==> src/rtl/click_cell_encoder_pkg.sv <==
// Shared grid constants, click FSM state encoding and the (row,col) to one-hot
// cell mapping used by the click/cell encoder.
package click_cell_encoder_pkg;

  localparam int GRID_ROWS = 3;
  localparam int GRID_COLS = 3;
  localparam int NUM_CELLS = GRID_ROWS * GRID_COLS;

  typedef enum logic [1:0] {
    ST_IDLE     = 2'd0,
    ST_HOLD     = 2'd1,
    ST_HOLD_OUT = 2'd2
  } click_state_t;

  // Bit index is row*3+col, row 0 at the top of the grid.
  function automatic logic [NUM_CELLS-1:0] cell_onehot(input logic [1:0] row,
                                                       input logic [1:0] col);
    logic [3:0] idx;
    idx = ({2'b00, row} * 4'd3) + {2'b00, col};
    return 9'd1 << idx;
  endfunction

endpackage

==> src/rtl/click_cell_encoder_button_debouncer.sv <==
// Raw button conditioning: 2-FF synchronizer, stability counter, debounced
// level and a registered one-cycle pulse on each accepted rising level.
module button_debouncer #(
  parameter int DEBOUNCE_CYCLES = 1_000_000
) (
  input  logic clk,
  input  logic rst_n,
  input  logic btn,
  output logic level,
  output logic rise
);

  localparam int CW = $clog2(DEBOUNCE_CYCLES + 1);

  logic          sync1_r;
  logic          sync2_r;
  logic [CW-1:0] cnt_r;

  // Two-stage synchronizer for the asynchronous raw button.
  always_ff @(posedge clk) begin
    if (!rst_n) begin
      sync1_r <= 1'b0;
      sync2_r <= 1'b0;
    end else begin
      sync1_r <= btn;
      sync2_r <= sync1_r;
    end
  end

  // The cycle the counter would reach DEBOUNCE_CYCLES is the accept cycle:
  // the level flips there, so the press pulse leaves together with it.
  always_ff @(posedge clk) begin
    if (!rst_n) begin
      cnt_r <= '0;
      level <= 1'b0;
      rise  <= 1'b0;
    end else if (sync2_r == level) begin
      cnt_r <= '0;
      rise  <= 1'b0;
    end else if (cnt_r == CW'(DEBOUNCE_CYCLES - 1)) begin
      cnt_r <= '0;
      level <= sync2_r;
      rise  <= sync2_r;
    end else begin
      cnt_r <= cnt_r + CW'(1);
      rise  <= 1'b0;
    end
  end

endmodule

==> src/rtl/click_cell_encoder.sv <==
// Pointer/button to tic-tac-toe click encoder (cuadro/randomClick producer).
// Optional feature macro: CELL_HOVER_EN enables the registered hover one-hot.
module click_cell_encoder
  import click_cell_encoder_pkg::*;
#(
  parameter int DEBOUNCE_CYCLES = 1_000_000,
  parameter int GRID_X0         = 160,
  parameter int GRID_Y0         = 80,
  parameter int CELL_W          = 100,
  parameter int CELL_H          = 100
) (
  input  logic       clk_100MHz,
  input  logic       rst_n,
  input  logic [9:0] ptr_x,
  input  logic [9:0] ptr_y,
  input  logic       btn_click,
  input  logic       btn_erase,
  input  logic       btn_restart,
  output logic [8:0] cuadro,
  output logic       randomClick,
  output logic       erase,
  output logic       restart,
  output logic [8:0] hover
);

  localparam logic [10:0] X0 = 11'(GRID_X0);
  localparam logic [10:0] X1 = 11'(GRID_X0 + CELL_W);
  localparam logic [10:0] X2 = 11'(GRID_X0 + 2 * CELL_W);
  localparam logic [10:0] X3 = 11'(GRID_X0 + 3 * CELL_W);
  localparam logic [10:0] Y0 = 11'(GRID_Y0);
  localparam logic [10:0] Y1 = 11'(GRID_Y0 + CELL_H);
  localparam logic [10:0] Y2 = 11'(GRID_Y0 + 2 * CELL_H);
  localparam logic [10:0] Y3 = 11'(GRID_Y0 + 3 * CELL_H);

  logic         click_level_s, click_rise_s;
  logic         erase_level_s, erase_rise_s;
  logic         restart_level_s, restart_rise_s;
  logic [10:0]  px_s, py_s;
  logic         in_s;
  logic [1:0]   row_s, col_s;
  click_state_t state_r;

  button_debouncer #(.DEBOUNCE_CYCLES(DEBOUNCE_CYCLES)) u_click (
    .clk(clk_100MHz), .rst_n(rst_n), .btn(btn_click),
    .level(click_level_s), .rise(click_rise_s));
  button_debouncer #(.DEBOUNCE_CYCLES(DEBOUNCE_CYCLES)) u_erase (
    .clk(clk_100MHz), .rst_n(rst_n), .btn(btn_erase),
    .level(erase_level_s), .rise(erase_rise_s));
  button_debouncer #(.DEBOUNCE_CYCLES(DEBOUNCE_CYCLES)) u_restart (
    .clk(clk_100MHz), .rst_n(rst_n), .btn(btn_restart),
    .level(restart_level_s), .rise(restart_rise_s));

  assign px_s = {1'b0, ptr_x};
  assign py_s = {1'b0, ptr_y};
  assign in_s = (px_s >= X0) && (px_s < X3) && (py_s >= Y0) && (py_s < Y3);

  // Comparator-only hit test; 11-bit constants keep grid edges from wrapping.
  always_comb begin
    col_s = 2'd0;
    row_s = 2'd0;
    if (px_s < X1)      col_s = 2'd0;
    else if (px_s < X2) col_s = 2'd1;
    else                col_s = 2'd2;
    if (py_s < Y1)      row_s = 2'd0;
    else if (py_s < Y2) row_s = 2'd1;
    else                row_s = 2'd2;
  end

  // Click FSM with registered outputs; cell is latched on the accepted press
  // and held until the debounced button drops, since the game acts on release.
  always_ff @(posedge clk_100MHz) begin
    if (!rst_n) begin
      state_r     <= ST_IDLE;
      cuadro      <= 9'd0;
      randomClick <= 1'b0;
      erase       <= 1'b0;
      restart     <= 1'b0;
    end else begin
      randomClick <= 1'b0;
      erase       <= erase_rise_s;
      restart     <= restart_rise_s;
      case (state_r)
        ST_IDLE: begin
          if (click_rise_s) begin
            randomClick <= 1'b1;
            if (in_s) begin
              cuadro  <= cell_onehot(row_s, col_s);
              state_r <= ST_HOLD;
            end else begin
              cuadro  <= 9'd0;
              state_r <= ST_HOLD_OUT;
            end
          end else begin
            cuadro <= 9'd0;
          end
        end
        ST_HOLD: begin
          if (!click_level_s) begin
            cuadro  <= 9'd0;
            state_r <= ST_IDLE;
          end
        end
        ST_HOLD_OUT: begin
          cuadro <= 9'd0;
          if (!click_level_s) state_r <= ST_IDLE;
        end
        default: begin
          cuadro  <= 9'd0;
          state_r <= ST_IDLE;
        end
      endcase
    end
  end

`ifdef CELL_HOVER_EN
  // Highlight tracks the pointer every cycle, independent of the buttons.
  always_ff @(posedge clk_100MHz) begin
    if (!rst_n) hover <= 9'd0;
    else        hover <= in_s ? cell_onehot(row_s, col_s) : 9'd0;
  end
`else
  assign hover = 9'd0;
`endif

endmodule

==> config.mk <==
export PLATFORM = sky130hd
export DESIGN_NAME = click_cell_encoder
export DESIGN_NICKNAME = d
export VERILOG_FILES = /design/src/rtl/click_cell_encoder_pkg.sv /design/src/rtl/click_cell_encoder_button_debouncer.sv /design/src/rtl/click_cell_encoder.sv
export SDC_FILE = /design/constraint.sdc
export NUM_CORES = 1
export LEC_CHECK = 0
export BUFFER_PORTS_ARGS = -buffer_cell sky130_fd_sc_hd__buf_2
export CORE_MARGIN = 4
export CORE_UTILIZATION = 40
export CTS_CLUSTER_SIZE = 16
export DETAILED_ROUTE_END_ITERATION = 16
export GPL_TIMING_DRIVEN = 0
export PLACE_DENSITY = 0.57
export SYNTH_ARGS = -nofsm -noshare
export SYNTH_HDL_FRONTEND = slang
export SYNTH_HIERARCHICAL = 1
export SYNTH_SLANG_ARGS = --single-unit
==> constraint.sdc <==
create_clock -name clk_100MHz -period 5.5 [get_ports clk_100MHz]
set_input_delay 0.275 -clock clk_100MHz [delete_from_list [all_inputs] [get_ports clk_100MHz]]
set_output_delay 0.275 -clock clk_100MHz [all_outputs]
set_load 0.02 [all_outputs]
# [Word level (Yosys, flattened, before mapping)]
# Cells that the tools add are included.
[totals] word_cells=81 ff_bits=86 in_bits=25 output_inout_bits=21
[classes] n_shift=1 muxes=13 add_sub_neg=4 mul=1 reduce_logical=16 bitwise_logic=7 magnitude_cmp=8 eq_ne=11
[op_table] cell="$add A20 B1 Y20 const B" count=3
[op_table] cell="$eq A20 B20 Y1 const B" count=3
[op_table] cell="$lt A10 B9 Y1 const B" count=5
[op_table] cell="$mux W9" count=3
[op_table] cell="$pmux W9 S2" count=1
[op_table] cell="$reduce_or A3 Y1" count=6
[op_table] cell="$mux W2" count=7
[op_table] cell="$ge A10 B7 Y1 const B" count=1
[op_table] cell="$ge A10 B8 Y1 const B" count=1
[op_table] cell="$lt A10 B8 Y1 const B" count=1
[op_table] cell="$reduce_and A2 Y1" count=5
[op_table] cell="$shl A1 B4 Y9 const A" count=1
[op_table] cell="$not A1 Y1" count=7
[op_table] cell="$add A4 B2 Y4" count=1
[op_table] cell="$mul A2 B2 Y4 const B" count=1
[op_table] cell="$ne A2 B2 Y1 const B" count=2
[op_table] cell="$pmux W2 S2" count=1
[op_table] cell="$eq A1 B1 Y1" count=3
[op_table] cell="$logic_and A1 B1 Y1" count=3
[op_table] cell="$eq A2 B1 Y1 const B" count=1
[op_table] cell="$eq A2 B2 Y1 const B" count=1
[op_table] cell="$logic_not A2 Y1" count=1
[op_table] cell="$ne A2 B1 Y1 const B" count=1
[op_table] cell="$reduce_or A2 Y1" count=1
[op_table] cell="$mux W1" count=1

# [Longest topological paths before layout]
[logic_depth] depth_word=9 mapped_depth=11 depth_no_buf=11

# [Cells and area by module]
# Netlist, hierarchy kept.
[by_module_without_submodules] module="button_debouncer" area_each_um2=1081.0 cells_per_inst=122 n_inst=3 seq_area_each_um2=480.5
[by_module_without_submodules] module="click_cell_encoder" area_each_um2=933.4 cells_per_inst=112 n_inst=1 seq_area_each_um2=280.3

# [Least setup slack after synthesis]
# No wires, ideal clock.
[synth_path] path_kind="input to register" start="input ptr_y[4]" end="register cuadro[2]" arrival_ns=3.148 required_ns=5.431 setup_ns=0.069 path_stages=10 n_path_buf=0 setup_slack_ns=2.283 path_cell_list="a2111o_1 > a21oi_1 > o21ai_0 > fa_1 > inv_1 > ha_1 > fa_1 > nand3b_1 > or4_1 > o21ai_1"
[synth_via] elab_chain_cells=9 word_cells_on_any_way=14 classes_between="add/sub: 1; mul: 1; order compare: 4; shift: 1; mux: 5; reduce/logical: 2"
[synth_lines] item="start: declaration" line="click_cell_encoder.sv:15" text="input logic [9:0] ptr_y,"
[synth_lines] item="$lt A10 B9 Y1" line="click_cell_encoder.sv:65" text="else if (py_s < Y2) row_s = 2'd1;"
[synth_lines] item="$mux W2" line="click_cell_encoder.sv:65"
[synth_lines] item="$mux W2" line="click_cell_encoder.sv:64" text="if (py_s < Y1) row_s = 2'd0;"
[synth_lines] item="$mul A2 B2 Y4" line="click_cell_encoder_pkg.sv:19" text="idx = ({2'b00, row} * 4'd3) + {2'b00, col};"
[synth_lines] item="$add A4 B2 Y4" line="click_cell_encoder_pkg.sv:19"
[synth_lines] item="$shl A1 B4 Y9" line="click_cell_encoder_pkg.sv:20" text="return 9'd1 << idx;"
[synth_lines] item="$mux W9 *" line="click_cell_encoder.sv:86" text="if (in_s) begin"
[synth_lines] item="$mux W9 *" line="click_cell_encoder.sv:84" text="if (click_rise_s) begin"
[synth_lines] item="$pmux W9 S2 *" line="click_cell_encoder.sv:82" text="case (state_r)"
[synth_lines] item="end signal: assignment" line="click_cell_encoder.sv:87" text="cuadro <= cell_onehot(row_s, col_s);"
[synth_lines] item="end: declaration" line="click_cell_encoder.sv:19" text="output logic [8:0] cuadro,"
# Mark *: on every way between the ends. The rest lies on a longest branch, timed or not.
# A chain may end at the register's enable or synchronous reset.

# [Worst setup path after layout]
# Same ends and word-level chain as after synthesis.

==> impl_results.md <==
* Latest clock arrival within the worst-skew pair at 350 ps
* Sequential fraction of the synthesis area at 0.412
* Worst setup EP type: register
* Area contributors post-synth: dfxtp_1 (41%), nor2_1 (4.7%), xnor2_1 (4.6%), nand3_1 (4.6%), or4_1 (3.8%)
* Max Cap Violations at 0
* I/O pin cnt at between 40 and 50
* Yosys reg bits at 86
* Vias in the first global route at 3259
* Yosys top cell area share at 0.412
* DRT Wirelength at between 8 and 9 mm
* VDD IR max at 101 uV
* Routed via count at 3514
* PD cells at 233 nW/um^2
* Die footprint at 12100 um^2
* FMAX at 319 MHz
* Largest net degree at the start of global routing at 17
* Final setup TNS at 0 ps
* DRT antenna net count at 0
* Setup Buffers After CTS at 0
* Reg-to-reg critical path startpoint: u_restart/cnt_r[19]$_SDFF_PP0_
* Final hold vios at 0
* Core footprint at 10200 um^2
* Worst Hold Path EP: u_restart/sync1_r$_SDFF_PN0_
* CP arrival at 3420 ps
* Clock-pin slew on the worst setup and hold paths at 90 ps
* Worst hold slack at 131 ps
* Worst Hold Class: in -> reg
* Antenna fix cells at 0
* Syn Inst Count at 478
* Bufs on Longest Clock Path at 2
* PortBufs at 32
* Status: finished clean
* First-pass GRT wire length at 14.3 mm
* GRT Overall Usage at 0.145
* Initial Utilization at 0.408
* # hold bufs at CTS at 0
* Synth Flop Type: dfxtp_1
* Nets at 563
* DP HPWL at 6.14 mm
* Startpoint Class: input pin
* DRT iter0 DRCs at around 120
* Die height at 110 um
* Avg Inst Size Synth at 8.74 um^2
* Share of layout cells above drive strength 1 at 0.187
* Clock Root Buffer: clkbuf_8
* Drt wl/cell at around 12 um
* RSZ-0062 raised after global routing: false
* Number of H-tree levels at 3
* Number of synthesized flops with an enable pin at 0
* Min Tclk post-route at 3130 ps
* Total grt overflow at 0
* Via density at 5.24
* Yosys cell types at 50
* Reg2reg setup slack at 3470 ps
* Data required, critical path at 5780 ps
* Synth area leader: dfxtp_1
* Die Span X at 110 um
* Post-cts resize count at 0
* Slew Limit Fails at 0
* FFs w/ async S/R, synth at 0
* Initial antenna violation count at 0
* Hold Crit Start: btn_restart
* Placed cell area at 4540 um^2
* DRC errors left at 0
* Leak pwr at 1.56 nW
* Fin area at between 4000 and 5000 um^2
* Fin util at 0.461
* Clk_skew at roughly 9.0 ps
* Clk sink count at 86
* Crit path kind: in -> reg
* Crit path max fanout at 4
* Crit path launch: ptr_y[4]
* Hold Path Depth at 2
* Synthesis-to-layout area growth at 13.0%
* R2r endpoint: u_restart/cnt_r[6]$_SDFF_PP0_
* TritonCTS clock tree: built
* TritonCTS buffer count at 9
* Mapped cell area at around 4200 um^2
* Tcrit/Tclk final at 0.570
* Final setup fails at 0
* Placer Congestion at 0.807
* R2R cell count at 5
* DRT Pass-1 Iters at 6
* Number of core rows at 37
* Synthesis warning total at 6
[per-layer routing]
layer	global-route usage	part of all wire	wire (um)	vias up
met5	0	0	0	-
met4	0.0519	0.0090	75	0
met3	0.0344	0.037	309	8
met2	0.238	0.47	3860	46
met1	0.187	0.49	4040	1647
li1	-	-	-	1813
[through the flow]
stage / power (mW) / cells / worst slack, ps
floorplan: 0.683 / 486 / 2280
global placement: 0.704 / 654 / 2000
detailed placement: 0.704 / 654 / 1970
CTS: 1.12 / 670 / 2360
global route: 1.15 / 670 / 2170
finish: 1.10 / 670 / 2370
[synth_stat cells, drive strengths merged (7+ instances only)]
cell	n
nor4	13
o31ai	12
xnor2	22
nor2	52
and3	9
or4	24
nand4	13
inv	15
xor2	15
a21oi	23
buf	19
and2	8
or3	12
ha	7
dfxtp	86
nand2	43
o21ai	25
nand3	38
[state kept, by name, summed over array words and instances, names as in the netlist]
register and flops:
cuadro 9, erase 1, randomClick 1, restart 1, state_r 2, u_click/cnt_r 20
u_click/level 1, u_click/rise 1, u_click/sync1_r 1, u_click/sync2_r 1, u_erase/cnt_r 20, u_erase/level 1
u_erase/rise 1, u_erase/sync1_r 1, u_erase/sync2_r 1, u_restart/cnt_r 20, u_restart/level 1, u_restart/rise 1
u_restart/sync1_r 1, u_restart/sync2_r 1
[power breakdown]
part	internal, mW	total [mW]	switching, mW
clock	0.179	0.413	0.234
sequential	0.625	0.627	0.00201
combinational	0.0265	0.0622	0.0357
[kinds of logic (layout without fill, tap and decap cells)]
kind of cell / after synthesis / after routing / synth area share
and+or+nand+nor: 231 / 231 / 0.306
AOI/OAI and AO/OA: 79 / 79 / 0.125
buffers and inverters: 35 / 83 / 0.0476
other: 1 / 9 / 0.000898
xor gates and xnor gates: 37 / 37 / 0.0776
DFF: 86 / 86 / 0.412
adders and majority gates: 9 / 9 / 0.0306
[how the worst max path moves through the flow]
stage                             end  slack [ps]  depth (start not counted)
6_report       cuadro[2]$_SDFFE_PN0P_        2370                         11
5_1_grt        cuadro[2]$_SDFFE_PN0P_        2170                         11
4_1_cts        cuadro[2]$_SDFFE_PN0P_        2360                         11
3_5_place_dp   cuadro[2]$_SDFFE_PN0P_        1970                         11
3_3_place_gp   cuadro[2]$_SDFFE_PN0P_        2000                         11
2_1_floorplan  cuadro[2]$_SDFFE_PN0P_        2280                         10
[critical path, stage by stage]
cell and delay [ps]:
buf_2 110, a2111o_1 400, a21oi_1 310, o21ai_0 200, fa_1 600, inv_1 60
ha_1 210, fa_1 530, nand3b_1 200, or4_1 410, o21ai_1 120
[layout by cell type, fill, tap and decap left out, drive strengths merged, types with 3 or more instances in the layout]
| cell type | n |
|---|---|
| nor2 | 52 |
| nand3b | 3 |
| clkinv | 3 |
| a21boi | 3 |
| a21oi | 23 |
| nand3 | 38 |
| dfxtp | 86 |
| or3b | 3 |
| and3 | 9 |
| nor3 | 4 |
| and2 | 8 |
| o31ai | 12 |
| clkbuf | 11 |
| inv | 16 |
| nand2 | 43 |
| xnor2 | 22 |
| o21a | 3 |
| nand4 | 13 |
| xor2 | 15 |
| o21ai | 25 |
| and4 | 3 |
| ha | 7 |
| conb | 9 |
| or3 | 12 |
| o211ai | 4 |
| or4 | 24 |
| buf | 51 |
| nand4bb | 3 |
| nor4 | 13 |
[final cells by class]
cell class / count / area (um^2)
repair buffers: 32 / 160
clock buffers: 10 / 138
flip-flops and latches: 86 / 1720
clock inverters: 6 / 46.3
fillers: 1024 / 5510
well taps: 136 / 170
plain buffers: 20 / 143
inverters: 15 / 56.3
multi-input cells: 365 / 2290
Power figures use the tool's default switching activity.
